$ cat config.mk
export PLATFORM = sky130hd
export DESIGN_NAME = photon_window_counter
export DESIGN_NICKNAME = d
export VERILOG_FILES = /design/src/rtl/photon_window_counter.sv
export SDC_FILE = /design/constraint.sdc
export NUM_CORES = 1
export LEC_CHECK = 0
export BUFFER_PORTS_ARGS = -buffer_cell sky130_fd_sc_hd__buf_4
export CORE_MARGIN = 2
export CORE_UTILIZATION = 35
export CTS_BUF_LIST = sky130_fd_sc_hd__clkbuf_4 sky130_fd_sc_hd__clkbuf_8 sky130_fd_sc_hd__clkbuf_16
export DETAILED_ROUTE_END_ITERATION = 7
export GPL_ROUTABILITY_DRIVEN = 0
export SLEW_MARGIN = 0
export SYNTH_ARGS = -nofsm -noshare
export SYNTH_HDL_FRONTEND = slang
export SYNTH_SLANG_ARGS = --single-unit
$ cat constraint.sdc
create_clock -name clk -period 4.57 [get_ports clk]
set_input_delay 0.914 -clock clk [delete_from_list [all_inputs] [get_ports clk]]
set_output_delay 0.914 -clock clk [all_outputs]
set_load 0.05 [all_outputs]
$ cat src/rtl/photon_window_counter.sv
// Photon counter gated by the DMD pattern-valid window; presents one stable count per pattern.
// Optional macro PHOTON_OVERFLOW_FLAG_EN adds a per-window saturation flag on port overflow.
module photon_window_counter #(
  parameter int unsigned WIDTH           = 16,
  parameter int unsigned SYNC_STAGES     = 3,
  parameter int unsigned SETTLE_CYCLES   = 4,
  parameter int unsigned DEADTIME_CYCLES = 2,
  parameter int unsigned IDX_WIDTH       = 10
) (
  input  logic                 clk,
  input  logic                 rst,
  input  logic                 photon_in,
  input  logic                 DMD_sig,
  output logic [WIDTH-1:0]     count_out,
  output logic                 count_valid,
  output logic [IDX_WIDTH-1:0] frame_idx,
`ifdef PHOTON_OVERFLOW_FLAG_EN
  output logic                 overflow,
`endif
  output logic                 busy
);

  localparam int unsigned ST_W        = (SETTLE_CYCLES > 1) ? $clog2(SETTLE_CYCLES) : 1;
  localparam int unsigned DT_W        = (DEADTIME_CYCLES > 0) ? $clog2(DEADTIME_CYCLES + 1) : 1;
  localparam int unsigned SETTLE_LAST = (SETTLE_CYCLES > 0) ? SETTLE_CYCLES - 1 : 0;

  typedef enum logic [1:0] {
    IDLE   = 2'd0,
    SETTLE = 2'd1,
    COUNT  = 2'd2,
    LATCH  = 2'd3
  } state_t;

  state_t state;

  logic [SYNC_STAGES-1:0] ph_sync;
  logic [SYNC_STAGES-1:0] dmd_sync;
  logic [WIDTH-1:0]       acc;
  logic [ST_W-1:0]        settle_cnt;
  logic [DT_W-1:0]        dead_cnt;

  logic ph_rise_c;
  logic dmd_rise_c;
  logic dmd_fall_c;
  logic photon_acc_c;
  logic acc_full_c;

  // Bit 0 is the newest sample; edges come from the two oldest stages.
  always_ff @(posedge clk) begin
    if (rst) begin
      ph_sync  <= '0;
      dmd_sync <= '0;
    end else begin
      ph_sync  <= {ph_sync[SYNC_STAGES-2:0], photon_in};
      dmd_sync <= {dmd_sync[SYNC_STAGES-2:0], DMD_sig};
    end
  end

  assign ph_rise_c    = ph_sync[SYNC_STAGES-2] & ~ph_sync[SYNC_STAGES-1];
  assign dmd_rise_c   = dmd_sync[SYNC_STAGES-2] & ~dmd_sync[SYNC_STAGES-1];
  assign dmd_fall_c   = ~dmd_sync[SYNC_STAGES-2] & dmd_sync[SYNC_STAGES-1];
  assign photon_acc_c = (state == COUNT) && ph_rise_c && (dead_cnt == '0);
  assign acc_full_c   = (acc == {WIDTH{1'b1}});

  // Detector deadtime: only photons actually counted re-arm the hold-off.
  always_ff @(posedge clk) begin
    if (rst) begin
      dead_cnt <= '0;
    end else if (photon_acc_c) begin
      dead_cnt <= DT_W'(DEADTIME_CYCLES);
    end else if (dead_cnt != '0) begin
      dead_cnt <= dead_cnt - 1'b1;
    end
  end

  always_ff @(posedge clk) begin
    if (rst) begin
      state       <= IDLE;
      acc         <= '0;
      settle_cnt  <= '0;
      count_out   <= '0;
      count_valid <= 1'b0;
      frame_idx   <= '0;
      busy        <= 1'b0;
    end else begin
      count_valid <= 1'b0;
      case (state)
        IDLE: begin
          if (dmd_rise_c) begin
            acc        <= '0;
            settle_cnt <= '0;
            busy       <= 1'b1;
            if (SETTLE_CYCLES == 0) begin
              state <= COUNT;
            end else begin
              state <= SETTLE;
            end
          end
        end
        SETTLE: begin
          if (dmd_fall_c) begin
            state <= LATCH;
            busy  <= 1'b0;
          end else if (settle_cnt == ST_W'(SETTLE_LAST)) begin
            state <= COUNT;
          end else begin
            settle_cnt <= settle_cnt + 1'b1;
          end
        end
        COUNT: begin
          if (photon_acc_c && !acc_full_c) begin
            acc <= acc + 1'b1;
          end
          if (dmd_fall_c) begin
            state <= LATCH;
            busy  <= 1'b0;
          end
        end
        LATCH: begin
          count_out   <= acc;
          count_valid <= 1'b1;
          frame_idx   <= frame_idx + 1'b1;
          state       <= IDLE;
        end
        default: begin
          state <= IDLE;
          busy  <= 1'b0;
        end
      endcase
    end
  end

`ifdef PHOTON_OVERFLOW_FLAG_EN
  logic ovf_flag;

  // Sticky per-window flag, published together with count_out.
  always_ff @(posedge clk) begin
    if (rst) begin
      ovf_flag <= 1'b0;
      overflow <= 1'b0;
    end else begin
      if ((state == IDLE) && dmd_rise_c) begin
        ovf_flag <= 1'b0;
      end else if (photon_acc_c && acc_full_c) begin
        ovf_flag <= 1'b1;
      end
      if (state == LATCH) begin
        overflow <= ovf_flag;
      end
    end
  end
`endif

endmodule

==> metrics <==
Die H a little under 90 um; CP Max Fanout 23; Final Cell Area between 0.002 and 0.003 mm^2; Residual DRC 0; vias in the first global route around 1800; CP delay by family, top simple AND/OR/NAND/NOR gates; CP endpoint kind flop; die width 89.3 um; # fillers about 750; core area around 0.0071 mm^2; CP max stage delay about 660 ps; post-synthesis sequential area ratio around 44%; port bufs 31; M1 GR Usage between 10% and 20%; fin crit period around 2800 ps; Leak around 1.0 nW; Flop pwr share between 50% and 60%; switch share 28.3%; async set-reset flop share out of synthesis 0%; Pint around 0.0007 W; routed len/inst ~13 um; Reg clk slew, reported paths about 100 ps; Final Util between 40 and 50%; Slew Limit Fails 0; Synth Cell Area about 0.0025 mm^2; CTS tree yes; initial core utilization ~36%; Yosys Warn Count 0; #FFs+latches synth between 50 and 60; syn_nets 287; first-pass iteration count of the detailed router 4; CTS H-Tree Depth 2; Root Buffer clkbuf_8; pin count of the biggest net entering global routing 59; clock sink count 56; via count 2061; first-pass GRT wire length a little under 9000 um; prevailing post-synth register cell dfxtp_1; worst setup path category reg -> reg; dpl cell area 0.00286 mm^2; grt total ovfl 0; critical-path cell list inv_1, ha_1, nand4bb_1, a211o_1, or3_1, o311ai_1, a31oi_1; area delta synth->final 16.0%; clock power share between 20% and 30%; GR met2 Demand/Resource 20.9%; total track usage between 10 and 15%; Final period util roughly 61%; Final nets approximately 310; initial antenna violation count 0; Routed WL roughly 5100 um; Crit-path slowest cell ha_1; PD cells roughly 330 mW/mm^2; normalized max-slew margin 50.0%; final antenna-violating net count 0; Startpoint Class flop; RSZ-0062 raised after global routing false; Comb pwr share between 10% and 20%; cts bufs inserted 5; die area between 0.007 and 0.008 mm^2; Unique masters post-synth 51; area used by multi-input combinational logic 0.00134 mm^2; postcts setup bufs 0; EDFF count, synth 0; GR peak layer met2; HP Class reg -> reg; layout cells sized above 1 about 17%; clk_skew ~6.3 ps; FMAX about 0.36 GHz; status completed; GR met3 Demand/Resource roughly 3.1%; endpoints failing hold 0; cell count after synthesis 276; diode count 0; max cap viols 0; setup TNS 0 ps; dpl hpwl 3510 um; FF/Latch Area 0.00112 mm^2; syn avg cell area about 9.2 um^2; # hold bufs at CTS 0; Max VDD drop about 160 uV; num rows 31; Clock Path Buffers 2; post_cts resized 0; number of DRC markers in iteration 0 roughly 140; IO Count 32; commonest non-fill, non-tap cell in the layout dfxtp_1; Critical Path RT ~4800 ps; Sw Pwr ~0.00028 W; final setup fails 0; crit path DAT about 3000 ps; CP Buf/Inv Count 1; most frequent cells in the layout dfxtp_1 (56), nor2_1 (36), buf_4 (32); Vias/cell between 5 and 6; Tightest Pin Transition about 750 ps; worst skew pair latency about 310 ps
[power by group through the flow]
stage,Clock [W],Combinational (W),Sequential (W)
6_report,0.000286,0.000175,0.000513
5_1_grt,0.000319,0.000195,0.000516
4_1_cts,0.000301,0.000177,0.000513
3_5_place_dp,0,0.000176,0.000525
3_3_place_gp,0,0.000174,0.000523
2_1_floorplan,0,0.000126,0.000538
[synthesized netlist by cell type, types with 2 or more instances]
library cell | number | share of area [%]
a31oi_1 | 4 | 0.98
o311ai_1 | 2 | 0.69
a211oi_1 | 6 | 1.8
a311oi_1 | 7 | 2.4
clkbuf_1 | 8 | 1.2
inv_1 | 9 | 1.3
nand4_1 | 10 | 2.5
dfxtp_1 | 56 | 44
nand3b_1 | 2 | 0.59
nand3_1 | 7 | 1.4
nand4b_1 | 2 | 0.69
nand2_2 | 2 | 0.49
buf_2 | 2 | 0.39
xor2_1 | 6 | 2.1
mux2i_1 | 20 | 7.9
and3_1 | 3 | 0.74
buf_1 | 4 | 0.59
nand2_1 | 18 | 2.7
and2_1 | 3 | 0.74
or3_1 | 3 | 0.74
o21ai_0 | 8 | 1.6
a21oi_1 | 13 | 2.6
ha_1 | 7 | 3.4
nor3_1 | 2 | 0.39
and4_1 | 2 | 0.69
nand2b_1 | 2 | 0.49
nor2b_1 | 9 | 2.2
nor2_1 | 36 | 5.3
[path summary, 6_finish.rpt]
path                          startpoint                endpoint  cells after the start  slack [ps]
setup / recovery   state[0]$_SDFFE_PP0P_     acc[9]$_SDFFE_PP0P_                      7        1790
hold / removal    dmd_sync[0]$_SDFF_PP0_  dmd_sync[1]$_SDFF_PP0_                      1         450
setup reg to reg   state[0]$_SDFFE_PP0P_     acc[9]$_SDFFE_PP0P_                      7        1790
hold reg to reg   dmd_sync[0]$_SDFF_PP0_  dmd_sync[1]$_SDFF_PP0_                      1         450
[metrics by stage]
step / hold slack [ps] / cells / setup slack (ps) / power [W]
6_report: 449 / 401 / 1790 / 0.000974
5_1_grt: 470 / 401 / 1470 / 0.00103
4_1_cts: 452 / 401 / 1790 / 0.000991
3_5_place_dp: 429 / 393 / 1790 / 0.000701
3_3_place_gp: 421 / 393 / 1870 / 0.000697
2_1_floorplan: 414 / 276 / 2510 / 0.000664
[routing by layer]
layer / wire length (um) / up-vias
li1: - / 1051
met1: 2670 / 965
met2: 2210 / 38
met3: 180 / 7
met4: 89 / 0
met5: 0 / -
[state kept, by name, summed over array words and instances, names as in the netlist]
signal       count
settle_cnt       2
count_out       16
state            2
frame_idx       10
acc             16
count_valid      1
dmd_sync         3
dead_cnt         2
ph_sync          3
busy             1
[cell families (layout without fill, tap and decap cells)]
logic type | count (synthesis) | count (layout) | share of synthesized area (%)
AOI/OAI and AO/OA | 52 | 52 | 14.8
adders and majority gates | 8 | 8 | 3.83
and+or+nand+nor | 109 | 109 | 23.1
DFF | 56 | 56 | 44.0
xor gates and xnor gates | 7 | 7 | 2.41
muxes | 21 | 21 | 8.30
buffers and inverters | 23 | 49 | 3.49
[area by class of cell]
class,count,share of cell area (%)
multi-input cells,197,45.3
repair buffers,32,8.14
well taps,99,4.19
clock inverters,1,0.254
clock buffers,7,3.05
flip-flops and latches,56,38.0
inverters,9,1.14
Power figures use the tool's default switching activity.
